## config.mk

```make
export PLATFORM = sky130hd
export DESIGN_NAME = chess_sprite_renderer
export DESIGN_NICKNAME = d
export VERILOG_FILES = /design/src/rtl/chess_sprite_renderer.sv
export SDC_FILE = /design/constraint.sdc
export NUM_CORES = 1
export LEC_CHECK = 0
export ABC_AREA = 1
export BUFFER_PORTS_ARGS = -buffer_cell sky130_fd_sc_hd__buf_2
export CORE_UTILIZATION = 40
export CTS_BUF_LIST = sky130_fd_sc_hd__clkbuf_4
export CTS_CLUSTER_SIZE = 24
export DETAILED_ROUTE_END_ITERATION = 8
export PLACE_DENSITY = 0.67
export SLEW_MARGIN = 20
export SYNTH_ARGS = -nofsm -noshare
export SYNTH_HDL_FRONTEND = slang
export SYNTH_SLANG_ARGS = --single-unit
```

## constraint.sdc

```tcl
create_clock -name vga_clk -period 6.55 [get_ports vga_clk]
set_clock_uncertainty 0.1 [all_clocks]
set_input_delay 1.31 -clock vga_clk [delete_from_list [all_inputs] [get_ports vga_clk]]
set_output_delay 1.31 -clock vga_clk [all_outputs]
set_load 0.03 [all_outputs]
```

## src/rtl/chess_sprite_renderer.sv

```systemverilog
// Positioned sprite renderer: power-of-two scaling, palette lookup and keyed transparency.
// Define SPRITE_HIGHLIGHT_EN to add the frame-counter blink that inverts highlighted pixels.
module chess_sprite_renderer #(
   parameter int unsigned SPRITE_W        = 60,
   parameter int unsigned SPRITE_H        = 60,
   parameter int unsigned SCALE_LOG2      = 0,
   parameter int unsigned ADDR_W          = 12,
   parameter int unsigned IDX_W           = 4,
   parameter int unsigned ROM_LAT         = 1,
   parameter int unsigned TRANSPARENT_IDX = 0
) (
   input  logic              vga_clk,
   input  logic              reset,
   input  logic [9:0]        DrawX,
   input  logic [9:0]        DrawY,
   input  logic              blank,
   input  logic [9:0]        origin_x,
   input  logic [9:0]        origin_y,
   output logic [ADDR_W-1:0] rom_addr,
   input  logic [IDX_W-1:0]  rom_q,
   input  logic              pal_we,
   input  logic [IDX_W-1:0]  pal_idx,
   input  logic [11:0]       pal_rgb,
   input  logic              highlight,
   output logic [3:0]        red,
   output logic [3:0]        green,
   output logic [3:0]        blue,
   output logic              pix_opaque
);

   localparam int unsigned BoxW     = SPRITE_W << SCALE_LOG2;
   localparam int unsigned BoxH     = SPRITE_H << SCALE_LOG2;
   localparam int unsigned PalDepth = 1 << IDX_W;

   logic [10:0]       dx, dy;
   logic [9:0]        tx, ty;
   logic              in_box;
   logic              vis_d;
   logic [ADDR_W-1:0] rom_addr_d, rom_addr_q;
   // Bit 0 is the stage-A register; bit ROM_LAT lines up with rom_q.
   logic [ROM_LAT:0]  vis_sr_q;

   logic [11:0]       pal_q [PalDepth];
   logic [11:0]       colour;
   logic              opaque;
   logic [11:0]       rgb_d, rgb_q;
   logic              pix_opaque_q;

   always_comb begin
      dx     = {1'b0, DrawX} - {1'b0, origin_x};
      dy     = {1'b0, DrawY} - {1'b0, origin_y};
      // Bit 10 set means the pixel is left of / above the origin; never wraps.
      in_box = !dx[10] && !dy[10] && (32'(dx) < BoxW) && (32'(dy) < BoxH);
      tx     = dx[9:0] >> SCALE_LOG2;
      ty     = dy[9:0] >> SCALE_LOG2;
      rom_addr_d = in_box ? ADDR_W'(32'(ty) * SPRITE_W + 32'(tx)) : '0;
      vis_d  = blank & in_box;
   end

`ifdef SPRITE_HIGHLIGHT_EN
   logic [5:0]       frame_d, frame_q;
   logic             hl_d;
   logic [ROM_LAT:0] hl_sr_q;

   always_comb begin
      frame_d = frame_q;
      if (DrawX == 10'd0 && DrawY == 10'd0) begin
         frame_d = frame_q + 6'd1;
      end
      hl_d = highlight & frame_q[5];
   end

   always_ff @(posedge vga_clk) begin
      if (reset) begin
         frame_q <= '0;
         hl_sr_q <= '0;
      end else begin
         frame_q <= frame_d;
         hl_sr_q <= {hl_sr_q[ROM_LAT-1:0], hl_d};
      end
   end
`else
   logic unused_highlight;
   assign unused_highlight = highlight;
`endif

   always_comb begin
      opaque = vis_sr_q[ROM_LAT] && (rom_q != IDX_W'(TRANSPARENT_IDX));
      colour = pal_q[rom_q];
`ifdef SPRITE_HIGHLIGHT_EN
      if (hl_sr_q[ROM_LAT]) begin
         colour = ~colour;
      end
`endif
      rgb_d = opaque ? colour : 12'h000;
   end

   always_ff @(posedge vga_clk) begin
      if (reset) begin
         rom_addr_q   <= '0;
         vis_sr_q     <= '0;
         rgb_q        <= 12'h000;
         pix_opaque_q <= 1'b0;
      end else begin
         rom_addr_q   <= rom_addr_d;
         vis_sr_q     <= {vis_sr_q[ROM_LAT-1:0], vis_d};
         rgb_q        <= rgb_d;
         pix_opaque_q <= opaque;
      end
   end

   // Write lands on the edge, so a same-cycle read of that entry sees the old colour.
   always_ff @(posedge vga_clk) begin
      if (reset) begin
         for (int i = 0; i < int'(PalDepth); i++) begin
            pal_q[i] <= 12'h000;
         end
      end else if (pal_we) begin
         pal_q[pal_idx] <= pal_rgb;
      end
   end

   assign rom_addr           = rom_addr_q;
   assign {red, green, blue} = rgb_q;
   assign pix_opaque         = pix_opaque_q;

endmodule

```

==> results.toml, run 1 <==
[status]
status = "complete, no violations"

[synth]
synth_edf_count = 192
yosysTopAreaCell = "edfxtp_1"
synth_warnings = 0
syn_avg_cell_area_sq_um = 9.25
synth_top_area_share_pct = 49.8
synth_nets = 1368
synth_cell_types = 38
synth_common_cells = "331 x nor2_1, 192 x edfxtp_1, 160 x nand2_1"
synth_area_sq_um = 11600
synth_ff_type = "edfxtp_1"
ys_ff_latch = 219
synth_area_leaders = "edfxtp_1 50%, nor2_1 11%, nand2_1 5.2%"
synth_most_common_cell = "nor2_1"
synthCells = 1252
ys_seq_area_share_pct = 54.5
synthArstFlopShare_pct = 0

[detailed_routing]
vias_per_cell = 5.20
wire_per_inst_um = 16.6
drt-total-wl_um = 29200
drt-pass1-iter-count = 5
drt_first_iter_violations = 720
drc_errors = 0
vias = 9169
ant_nets = 0

[cts]
cts_num_sinks = 219
numCtsBuffers = 57
post_cts_buffers = 0
clk_path_buf_depth = 3
ctsResizeCount = 0
clkLatencyLatePin_ns = 0.70
tritoncts = "done"
clkTransAtPathRegs_ns = 0.06
root_buffer = "clkbuf_4"
postCtsHoldBufs = 0
cts_max_level = 2

[die]
die_x_um = 172
core_sq_um = 28100
ioPinCount = 90
start_util_pct = 41.2
rows = 61
dieArea_sq_um = 29600
die_y_um = 172

[global_routing]
grt_pass1_wl_um = 45200
antenna_found_initial = 2
grt_use_total_pct = 20.0
grt_busiest_layer = "met2"
grt_overflow_total = 0
grt_use_met2_pct = 35.3
grt_pass1_vias = 8799
grt_max_degree = 97
met1_usage_pct = 24.1
grt_use_met3_pct = 3.27

[placed_design]
hpwl_um = 19300
dpl_cell_area_sq_um = 12300
place_congestion = 0.891
portBuffers = 88

[power]
powerDensity_nw_per_um2 = 331
leakagePower_nw = 5.60
peakVddDrop_mv = 0.399

[worst_setup_path]
critPathMaxFanout = 5
endpoint_kind = "flip-flop"
cp.arrival_ns = 5.64
required_ns = 6.99
ff2ff_path_depth = 4
reg2reg_from = "vis_sr_q[1]"
rr_endpoint = "rgb_q[2]"
r2r_slack_ns = 4.94
worst-setup-path-type = "in -> reg"
setup.worst_path.start_class = "input port"

[hold_path]
holdPathEnd = "vis_sr_q[1]"
worstHoldStart = "vis_sr_q[0]"
hold_path.class = "reg -> reg"
min_path_cells = 2

[timing]
drv_slew = 0
setup_viol = 0
period_share_pct = 79.4
slew_headroom_pct = 38.1
setup_tns_ns = 0
worstMarginPinSlew_ns = 0.928
timing.fmax_mhz = 192
period_needed_ns = 5.20
hold_viol = 0
rsz0062_at_grt = "false"

[cells_and_area]
drive_above_1_share_pct = 17.0
seq_area_sq_um = 6310
multi_input_area_sq_um = 4490
area_delta_synth_final_pct = 12.5
design_area_sq_um = 13000
fillers = 2786
nNetsFinal = 1453

[run]
drv_cap = 0
## metrics by stage
stage / utilization [%] / setup WS (ns) / total power, mW / std cells / hold slack (ns)
after floorplan: - / 1.11 / 2.79 / 1252 / 0.288
after global placement: 43.6 / 0.784 / 3.09 / 1656 / 0.304
after detailed placement: 43.6 / 0.727 / 3.11 / 1656 / 0.304
after CTS: 46.4 / 1.42 / 4.32 / 1761 / 0.342
after global routing: 46.4 / 0.948 / 4.60 / 1762 / 0.381
final: 46.4 / 1.35 / 4.31 / 1762 / 0.307
## kinds of logic after synthesis
logic type	after synthesis	share of synthesized area [%]
adder cells (fa/ha/maj)	51	6.16
AO/OA/AOI/OAI	159	8.86
buffers and inverters	203	6.76
flip-flops	219	54.5
XOR/XNOR	20	1.58
multiplexers	18	1.56
AND/OR/NAND/NOR	582	20.6
## worst max-delay path, cell delays in order
cell	delay, ns
buf_2	0.09
inv_1	0.07
ha_1	0.14
inv_1	0.05
fa_1	0.44
xor2_1	0.20
buf_4	0.17
fa_1	0.43
ha_1	0.32
or2_2	0.30
nand2_1	0.10
inv_1	0.06
ha_1	0.27
nand3_1	0.09
nand2_1	0.11
xnor2_1	0.21
inv_1	0.07
ha_1	0.34
nand4_1	0.10
o221ai_1	0.29
nand2_1	0.10
nand2_1	0.07
nand2_1	0.05
inv_1	0.08
nand3_1	0.07
nand2_1	0.06
nor2_1	0.04
## worst max path at each step
stage,from,end,slack [ns],cells past startpoint
detailed placement,DrawY[0],rom_addr[10],0.73,26
global route,DrawY[0],rom_addr[11],0.95,29
floorplan,DrawY[0],rom_addr[10],1.11,24
global placement,DrawY[0],rom_addr[10],0.78,26
finish,DrawY[0],rom_addr[11],1.35,27
CTS,DrawY[0],rom_addr[10],1.42,26
## sequential cells by signal, indices dropped and copies added (netlist names)
| signal | count |
|---|---|
| rgb_q | 12 |
| vis_sr_q | 2 |
| rom_addr | 12 |
| pix_opaque | 1 |
| pal_q | 192 |
## routing by layer
metal,up-vias,share of wire (%)
met5,-,0
met4,0,2.9
met3,64,6.9
met2,358,50
met1,4341,40
li1,4406,-
## placed cells by master, fill, tap and decap left out, drive strengths merged, types with 20 or more instances in the layout
master | Yosys | layout
inv | 134 | 135
buf | 12 | 93
o32ai | 30 | 30
edfxtp | 192 | 192
nand2 | 173 | 173
clkbuf | 55 | 96
dfxtp | 27 | 27
o21ai | 58 | 58
o221ai | 20 | 20
a21oi | 29 | 29
ha | 41 | 41
nand3 | 41 | 41
nor2 | 345 | 345
## where the power goes
| part | leakage (nW) | switching [mW] | total (mW) | internal (mW) |
|---|---|---|---|---|
| clock network | 0.455 | 0.555 | 1.21 | 0.655 |
| registers | 2.05 | 0.0181 | 1.60 | 1.59 |
| logic | 3.10 | 0.934 | 1.50 | 0.563 |
## final cells by class
class | instances | share of cell area, %
Timing Repair Buffer | 93 | 3.69
Antenna cell | 1 | 0.0192
Multi-Input combinational cell | 830 | 34.5
Sequential cell | 219 | 48.4
Inverter | 136 | 3.92
Clock buffer | 96 | 5.53
Clock inverter | 9 | 0.327
Tap cell | 378 | 3.63
Note: power is estimated with default switching activity, not from simulation.
==> run 2: changes to the inputs <==
clock period = 5.2 ns   (was 6.55 ns; I/O delays follow)
==> run 2 against run 1 <==
  * Largest power group is now combinational logic
  * Sequential share of layout area is 0.57 points lower
  * Combinational power is 41% higher
  * Hold slack worse by 0.0080 ns
  * Register-to-register slack worse by 1.4 ns
  * Critical path type unchanged
  * Sequential cell count unchanged
  * Die area unchanged
==> results.toml, run 2 (synthesis results as in run 1) <==
[status]
status = "complete, no violations"

[die]
ioPinCount = 90
die_y_um = 172
start_util_pct = 41.2
dieArea_sq_um = 29600
rows = 61
die_x_um = 172
core_sq_um = 28100

[global_routing]
grt_overflow_total = 0
grt_pass1_wl_um = 44900
grt_use_total_pct = 19.8
antenna_found_initial = 1
grt_max_degree = 69
grt_pass1_vias = 8817

[cts]
numCtsBuffers = 56
clkLatencyLatePin_ns = 0.69
clk_path_buf_depth = 3
clkTransAtPathRegs_ns = 0.07
ctsResizeCount = 0
post_cts_buffers = 0
root_buffer = "clkbuf_4"
tritoncts = "done"
postCtsHoldBufs = 0
cts_num_sinks = 219
cts_max_level = 2

[timing]
drv_slew = 0
period_needed_ns = 4.83
timing.fmax_mhz = 207
slew_headroom_pct = 46.7
setup_viol = 0
hold_viol = 0
period_share_pct = 92.9
hold_ws_ns = 0.299
worstMarginPinSlew_ns = 0.799
rsz0062_at_grt = "false"

[worst_setup_path]
worst-setup-path-type = "in -> reg"
critPathMaxFanout = 3
setup.worst_path.start_class = "input port"
reg2reg_from = "vis_sr_q[1]"
slowest_stage = "fa_1"
ff2ff_path_depth = 4
cpPeakStageDelay_ns = 0.49
endpoint_kind = "flip-flop"
cp_common_cell = "inv_1"
required_ns = 5.67
crit_buf_inv = 7
r2r_slack_ns = 3.55
cp.arrival_ns = 5.30
critical_path.top_delay_family = "adder cells"
rr_endpoint = "rgb_q[11]"

[cells_and_area]
largest_reg_flops = 192
area_delta_synth_final_pct = 13.9
top_register = "pal_q"
final_common_cell = "nor2_1"
drive_above_1_share_pct = 18.2
design_area_sq_um = 13200
final_cell_mix = "331 x nor2_1, 192 x edfxtp_1, 160 x nand2_1"
nNetsFinal = 1479

[detailed_routing]
vias = 9125
vias_per_cell = 5.12
wire_per_inst_um = 16.3
ant_nets = 0
drc_errors = 0
drt-total-wl_um = 29100
drt_first_iter_violations = 715
drt-pass1-iter-count = 5

[power]
p_seq_share_pct = 36.1
peakVddDrop_mv = 0.466
p_int_mw = 3.66
pwr-share-clk_pct = 26.1
powerDensity_nw_per_um2 = 424
comb_power_share_pct = 37.8
switching_share_pct = 34.5
p_sw_mw = 1.93
leakagePower_nw = 5.71

[placed_design]
dpl_cell_area_sq_um = 12500
portBuffers = 88
hpwl_um = 19300
place_congestion = 0.885

[hold_path]
worstHoldStart = "vis_sr_q[0]"
min_path_cells = 2
holdPathEnd = "vis_sr_q[1]"
hold_path.class = "reg -> reg"

[run]
drv_cap = 0
-- run 2: cell types whose count changed in the layout (fill, tap and decap cells not counted), sizes merged --
cell | previous run | this run
buf | 93 | 120
clkinvlp | 2 | 1
clkinv | 8 | 10
clkbuf | 96 | 89
-- run 2: area by class of cell --
cell class,instances,area (sq um)
clock inverters,10,48.8
repair buffers,120,683
fillers,2764,14900
diodes,1,2.50
clock buffers,89,668
well taps,378,473
multi-input cells,830,4490
inverters,136,510
flip-flops and latches,219,6310
-- run 2: how the worst max path moves through the flow --
stage	from	endpoint	slack [ns]	cells after the start
finish	DrawY[0]	rom_addr[10]	0.37	25
floorplan	DrawY[0]	rom_addr[10]	0.03	24
detailed placement	DrawY[0]	rom_addr[10]	-0.26	25
global placement	DrawY[0]	rom_addr[10]	-0.16	25
CTS	DrawY[0]	rom_addr[10]	0.41	25
global route	DrawY[0]	rom_addr[11]	0.05	29
-- run 2: power groups by stage --
stage	logic, mW	registers, mW	clock network [mW]
after floorplan	1.46	2.05	0
after global placement	2.07	2.05	0
after detailed placement	2.10	2.06	0
after CTS	2.12	2.02	1.48
after global routing	2.38	2.02	1.57
final	2.11	2.02	1.46
-- run 2: routing by layer --
layer  wire [um]  part of all wire (%)  GRT usage [%]
met4         643                   2.2           6.31
met1       12200                    42           23.8
met3        1820                   6.3           3.73
met2       14400                    50           35.6
met5           0                     0              0
-- run 2: worst min-delay path: stages, from the launching register on --
cell     delay [ns]
dfxtp_1        0.30
inv_1          0.04
nor2_1         0.03
-- run 2: stage by stage --
stage	TNS [ns]	util [%]	setup slack [ns]	power, mW	cells
global route	0	46.9	0.0538	5.98	1783
CTS	0	46.9	0.406	5.62	1782
global placement	-0.424	44.4	-0.163	4.12	1683
detailed placement	-0.597	44.4	-0.260	4.16	1683
finish	0	46.9	0.371	5.59	1783
floorplan	0	-	0.0316	3.51	1252
